File: src/rtl/gpio_debounce_pkg.sv
// Shared defaults for the GPIO debouncer: pin count, counter widths, synchronizer depth.
package gpio_debounce_pkg;
  localparam int DEF_N      = 24;
  localparam int DEF_CW     = 8;
  localparam int DEF_SW     = 16;
  localparam int SYNC_DEPTH = 2;
endpackage

File: src/rtl/gpio_debounce_cell.sv
// One debounced pin: optional 2-flop sync (GPIO_DEBOUNCE_SYNC_EN), stability counter, registered level/change.
// Latency sync depth + cfg_period ticks + 1 cycle; no backpressure, a change is accepted once stable long enough.
module gpio_debounce_cell
  import gpio_debounce_pkg::*;
#(
  parameter int CW = DEF_CW
) (
  input  logic          clk,
  input  logic          reset,
  input  logic          i_pin,
  input  logic          i_tick,
  input  logic [CW-1:0] i_period,
  output logic          o_pin,
  output logic          o_change
);

  logic          w_s;
  logic [CW-1:0] r_cnt;
  logic          r_pin;
  logic          r_change;
  logic [CW:0]   w_cnt_inc;
  logic          w_diff;
  logic          w_bypass;
  logic          w_accept;

`ifdef GPIO_DEBOUNCE_SYNC_EN
  logic [SYNC_DEPTH-1:0] r_sync;

  always_ff @(posedge clk) begin
    if (reset) begin
      r_sync <= '0;
    end else begin
      r_sync <= {r_sync[SYNC_DEPTH-2:0], i_pin};
    end
  end

  assign w_s = r_sync[SYNC_DEPTH-1];
`else
  assign w_s = i_pin;
`endif

  assign w_diff    = w_s ^ r_pin;
  assign w_bypass  = (i_period == '0);
  // One extra bit so the compare is exact even when cnt sits at its maximum.
  assign w_cnt_inc = {1'b0, r_cnt} + {{CW{1'b0}}, 1'b1};
  assign w_accept  = w_diff & (w_bypass | (i_tick & (w_cnt_inc >= {1'b0, i_period})));

  always_ff @(posedge clk) begin
    if (reset) begin
      r_cnt    <= '0;
      r_pin    <= 1'b0;
      r_change <= 1'b0;
    end else begin
      r_change <= w_accept;
      if (!w_diff || w_accept) begin
        r_cnt <= '0;
      end else if (i_tick) begin
        r_cnt <= w_cnt_inc[CW-1:0];
      end
      if (w_accept) begin
        r_pin <= w_s;
      end
    end
  end

  assign o_pin    = r_pin;
  assign o_change = r_change;

endmodule

File: src/rtl/gpio_debounce.sv
// N-pin debouncer with one shared tick prescaler; define GPIO_DEBOUNCE_SYNC_EN to add a 2-flop input sync.
// Latency sync depth + up to (cfg_prescale+1)*max(cfg_period,1)+1 cycles; no backpressure.
module gpio_debounce
  import gpio_debounce_pkg::*;
#(
  parameter int N  = DEF_N,
  parameter int CW = DEF_CW,
  parameter int SW = DEF_SW
) (
  input  logic          clk,
  input  logic          reset,
  input  logic [N-1:0]  pin_in,
  input  logic [SW-1:0] cfg_prescale,
  input  logic [CW-1:0] cfg_period,
  output logic [N-1:0]  pin_out,
  output logic [N-1:0]  change
);

  logic [SW-1:0] r_pcnt;
  logic          w_tick;

  // >= rather than == so lowering cfg_prescale mid-count ticks at once instead of wrapping.
  assign w_tick = (r_pcnt >= cfg_prescale);

  always_ff @(posedge clk) begin
    if (reset) begin
      r_pcnt <= '0;
    end else if (w_tick) begin
      r_pcnt <= '0;
    end else begin
      r_pcnt <= r_pcnt + {{(SW-1){1'b0}}, 1'b1};
    end
  end

  for (genvar g = 0; g < N; g++) begin : g_cell
    gpio_debounce_cell #(
      .CW(CW)
    ) u_cell (
      .clk      (clk),
      .reset    (reset),
      .i_pin    (pin_in[g]),
      .i_tick   (w_tick),
      .i_period (cfg_period),
      .o_pin    (pin_out[g]),
      .o_change (change[g])
    );
  end

endmodule
File: config.mk
export PLATFORM = sky130hd
export DESIGN_NAME = gpio_debounce
export DESIGN_NICKNAME = d
export VERILOG_FILES = /design/src/rtl/gpio_debounce_pkg.sv /design/src/rtl/gpio_debounce_cell.sv /design/src/rtl/gpio_debounce.sv
export SDC_FILE = /design/constraint.sdc
export NUM_CORES = 1
export LEC_CHECK = 0
export ABC_AREA = 1
export CAP_MARGIN = 20
export CORE_ASPECT_RATIO = 0.9
export CORE_MARGIN = 1.5
export CORE_UTILIZATION = 45
export CTS_CLUSTER_SIZE = 14
export DETAILED_ROUTE_END_ITERATION = 8
export PLACE_DENSITY = 0.71
export REMOVE_ABC_BUFFERS = 1
export SETUP_SLACK_MARGIN = 0.05
export SYNTH_ARGS = -nofsm -noshare
export SYNTH_HDL_FRONTEND = slang
export SYNTH_SLANG_ARGS = --single-unit
File: constraint.sdc
create_clock -name clk -period 2.6 [get_ports clk]
set_input_delay 0.39 -clock clk [delete_from_list [all_inputs] [get_ports clk]]
set_output_delay 0.39 -clock clk [all_outputs]
set_load 0.01 [all_outputs]
==> metrics.md <==
| Metric | Value |
|---|---|
| Outcome | `finished, final reports clean` |
| YS warnings | `0` |
| Adder-cell area share of the yosys netlist | `around 16%` |
| Synth async-reset ratio | `0%` |
| Achievable Freq | `425.4 MHz` |
| Die height | `~190 µm` |
| Register area | `5142 µm²` |
| Initial antenna violation count | `0` |
| DR vias/cell | `4.906` |
| P_leak | `0.01016 µW` |
| Clock net sink count | `256` |
| Sequential share of the synthesized area | `28.99%` |
| Netlist cell types | `31` |
| GRT Util Overall | `about a fifth` |
| Setup Crit Path Kind | `reg -> reg` |
| Clk buf depth | `3` |
| Largest cells by area after synthesis | `dfxtp_1 29%, nand2_1 18%, ha_1 16%` |
| Layout Utilization | `54.09%` |
| Die Wd | `211.9 µm` |
| Site Rows | `68` |
| Synth Area in Compound Gates | `a little under a tenth` |
| Max-cap check violation count | `0` |
| TritonRoute pass-1 iters | `7` |
| Port buffer count | `97` |
| Area occupied by multi-input gates | `10940 µm²` |
| Area share of xor/xnor cells in the synthesized design | `under 10%` |
| Worst-path maximum fanout | `8` |
| Placed insts | `3165` |
| Post-synth EDFFs | `0` |
| Main combinational cell family by area after synthesis | `simple AND/OR/NAND/NOR gates` |
| First-pass GRT wire length | `68.73 mm` |
| Critical Path Sink Type | `register` |
| RSZ-0062 raised after global routing | `true` |
| H-tree Lvls | `1` |
| I/O pins | `98` |
| Commonest non-fill, non-tap cell in the layout | `nand2_1` |
| CP required | `3090 ps` |
| Synth area leader | `dfxtp_1` |
| Total Wirelength | `40.77 mm` |
| Layout filler cell count | `~3.6k` |
| Crit share post-route | `90.41%` |
| Initial DRC Count | `774` |
| Area growth, synth to finish | `17.94%` |
| Clk Latency, worst-skew pair | `~560 ps` |
| Final hold viol count | `0` |
| WP data arrival | `2840 ps` |
| Post-synthesis mux area share | `0%` |
| Worst slew margin | `77.06%` |
| PD cells | `about 450 nW/µm²` |
| CTS tree | `done` |
| Root buffer cell | `clkbuf_16` |
| Worst vdd ir | `0.0005455 V` |
| Number of global-route vias before repair | `15.14k` |
| Final Max Tran Viols | `0` |
| Syn_area_per_cell | `6.880 µm²` |
| Hold WC Path Type | `in -> reg` |
| Flop and latch count out of synthesis | `256` |
| Dpl hpwl | `28.59 mm` |
| GRT overflow | `0` |
| Number of diodes | `0` |
| Commonest cells after routing, fill and taps aside | `844 x nand2_1, 300 x inv_1, 242 x dfxtp_1` |
| Mapped Cells | `2569` |
| Drt drc | `0` |
| Die area | `40480 µm²` |
| Hold-fix buffer count after cts | `0` |
| Area of the mapped netlist | `~18000 µm²` |
| Hold WS | `443.4 ps` |
| Final min period | `2351 ps` |
| Synth Area in Simple Gates | `around 29%` |
| CORE AREA | `38540 µm²` |
| Detail Route Antenna Nets | `0` |
| Final setup violation count | `0` |
| Routed vias | `15.80k` |
| Nets@finish | `slightly below 3k` |
| Synth top area share | `28.99%` |
| CTS buffer count | `31` |
| Fin cells | `3221` |
| Largest net degree at the start of global routing | `43` |
| Worst Tran Pin Value | `342.8 ps` |
| Starting density of the core | `45.86%` |
| DR WL/cell | `about 13 µm` |
| Ys flop type | `dfxtp_1` |
| Crit path cell chain | `ha_2, nand3_2, nor3_2, xor2_1, ha_1, nand2_1, inv_1, nand2_1, nand2_1, nand2_1, nand2_1, nand2_1, nand3_1, buf_4, a21oi_1` |
| Layout cells sized above 1 | `8.494%` |
| RD Place Congestion | `between 0.8 and 0.9` |
| CP max-delay cell | `dfxtp_1` |
| Largest stage delay, worst path | `410 ps` |
| Clock transition at path regs | `60 ps` |
| CP most frequent cell | `nand2_1` |
| Clk_skew | `8.673 ps` |
| Worst Setup Start Kind | `register` |
-- what timing repair did --
| item | CTS | global route |
|---|---|---|
| buffers inserted | 0 | 1 |
| setup endpoints to repair | 0 | 132 |
| gates resized for setup | 0 | 47 |
-- synthesized netlist by cell type (all sizes together), types with 22 or more instances --
library cell / n
inv: 302
ha: 233
xnor2: 32
o21ai: 24
nand3: 120
buf: 97
dfxtp: 256
nand2: 855
nand4: 37
nor2: 195
or2: 22
xor2: 102
a21oi: 224
-- state kept, by name, summed over array words and instances (netlist names) --
| name | count |
|---|---|
| g_cell.u_cell.r_cnt | 192 |
| g_cell.u_cell.o_change | 24 |
| g_cell.u_cell.o_pin | 24 |
| r_pcnt | 16 |
-- stage by stage --
step	total power, µW	setup WS [ps]	cell area, µm²	setup TNS [ps]
5_1_grt	9632	35.22	20850	0
3_5_place_dp	4611	-85.19	19530	-1803
2_1_floorplan	4326	-3125	17020	-555700
3_3_place_gp	4586	14.78	19530	0
4_1_cts	9416	119.2	20650	0
6_report	9310	249.3	20850	0
-- routing by layer --
layer  global-route usage, %  part of all wire [%]
met1                   25.24                    47
met2                   36.48                    48
met3                   2.678                   3.6
met4                   4.863                   2.2
met5                       0                     0
-- area by class of cell --
type / count / area share, %
sequential: 256 / 24.67
tap: 525 / 3.151
timing repair buffer: 177 / 8.858
inverter: 303 / 5.468
clock inverter: 16 / 1.296
multi-input combinational: 1905 / 52.45
clock buffer: 39 / 4.105
-- final timing paths --
path | start | to | slack (ps) | depth (start not counted)
max | g_cell[15].u_cell.r_cnt[0] | g_cell[15].u_cell.r_cnt[5] | 250 | 15
min reg2reg | r_pcnt[0] | r_pcnt[0] | 480 | 1
max reg2reg | g_cell[15].u_cell.r_cnt[0] | g_cell[15].u_cell.r_cnt[5] | 250 | 15
min | pin_in[9] | g_cell[9].u_cell.o_pin | 440 | 3
-- critical path, delay by kind of cell (launching register included) --
kind	cells	cell delay, ps
buffers and inverters	2	210
AO/OA/AOI/OAI	1	130
adder cells (fa/ha/maj)	2	520
AND/OR/NAND/NOR	9	790
XOR/XNOR	1	220
flip-flops	1	410
-- kinds of logic after synthesis --
group,after synthesis
xor gates and xnor gates,134
and+or+nand+nor,1237
DFF,256
buffers and inverters,408
adders and majority gates,233
AOI/OAI and AO/OA,301
-- where the power goes --
group	switching [µW]	internal, µW
Sequential	6.74	3930
Clock	1780	3010
Combinational	351	239
Power figures use the tool's default switching activity.
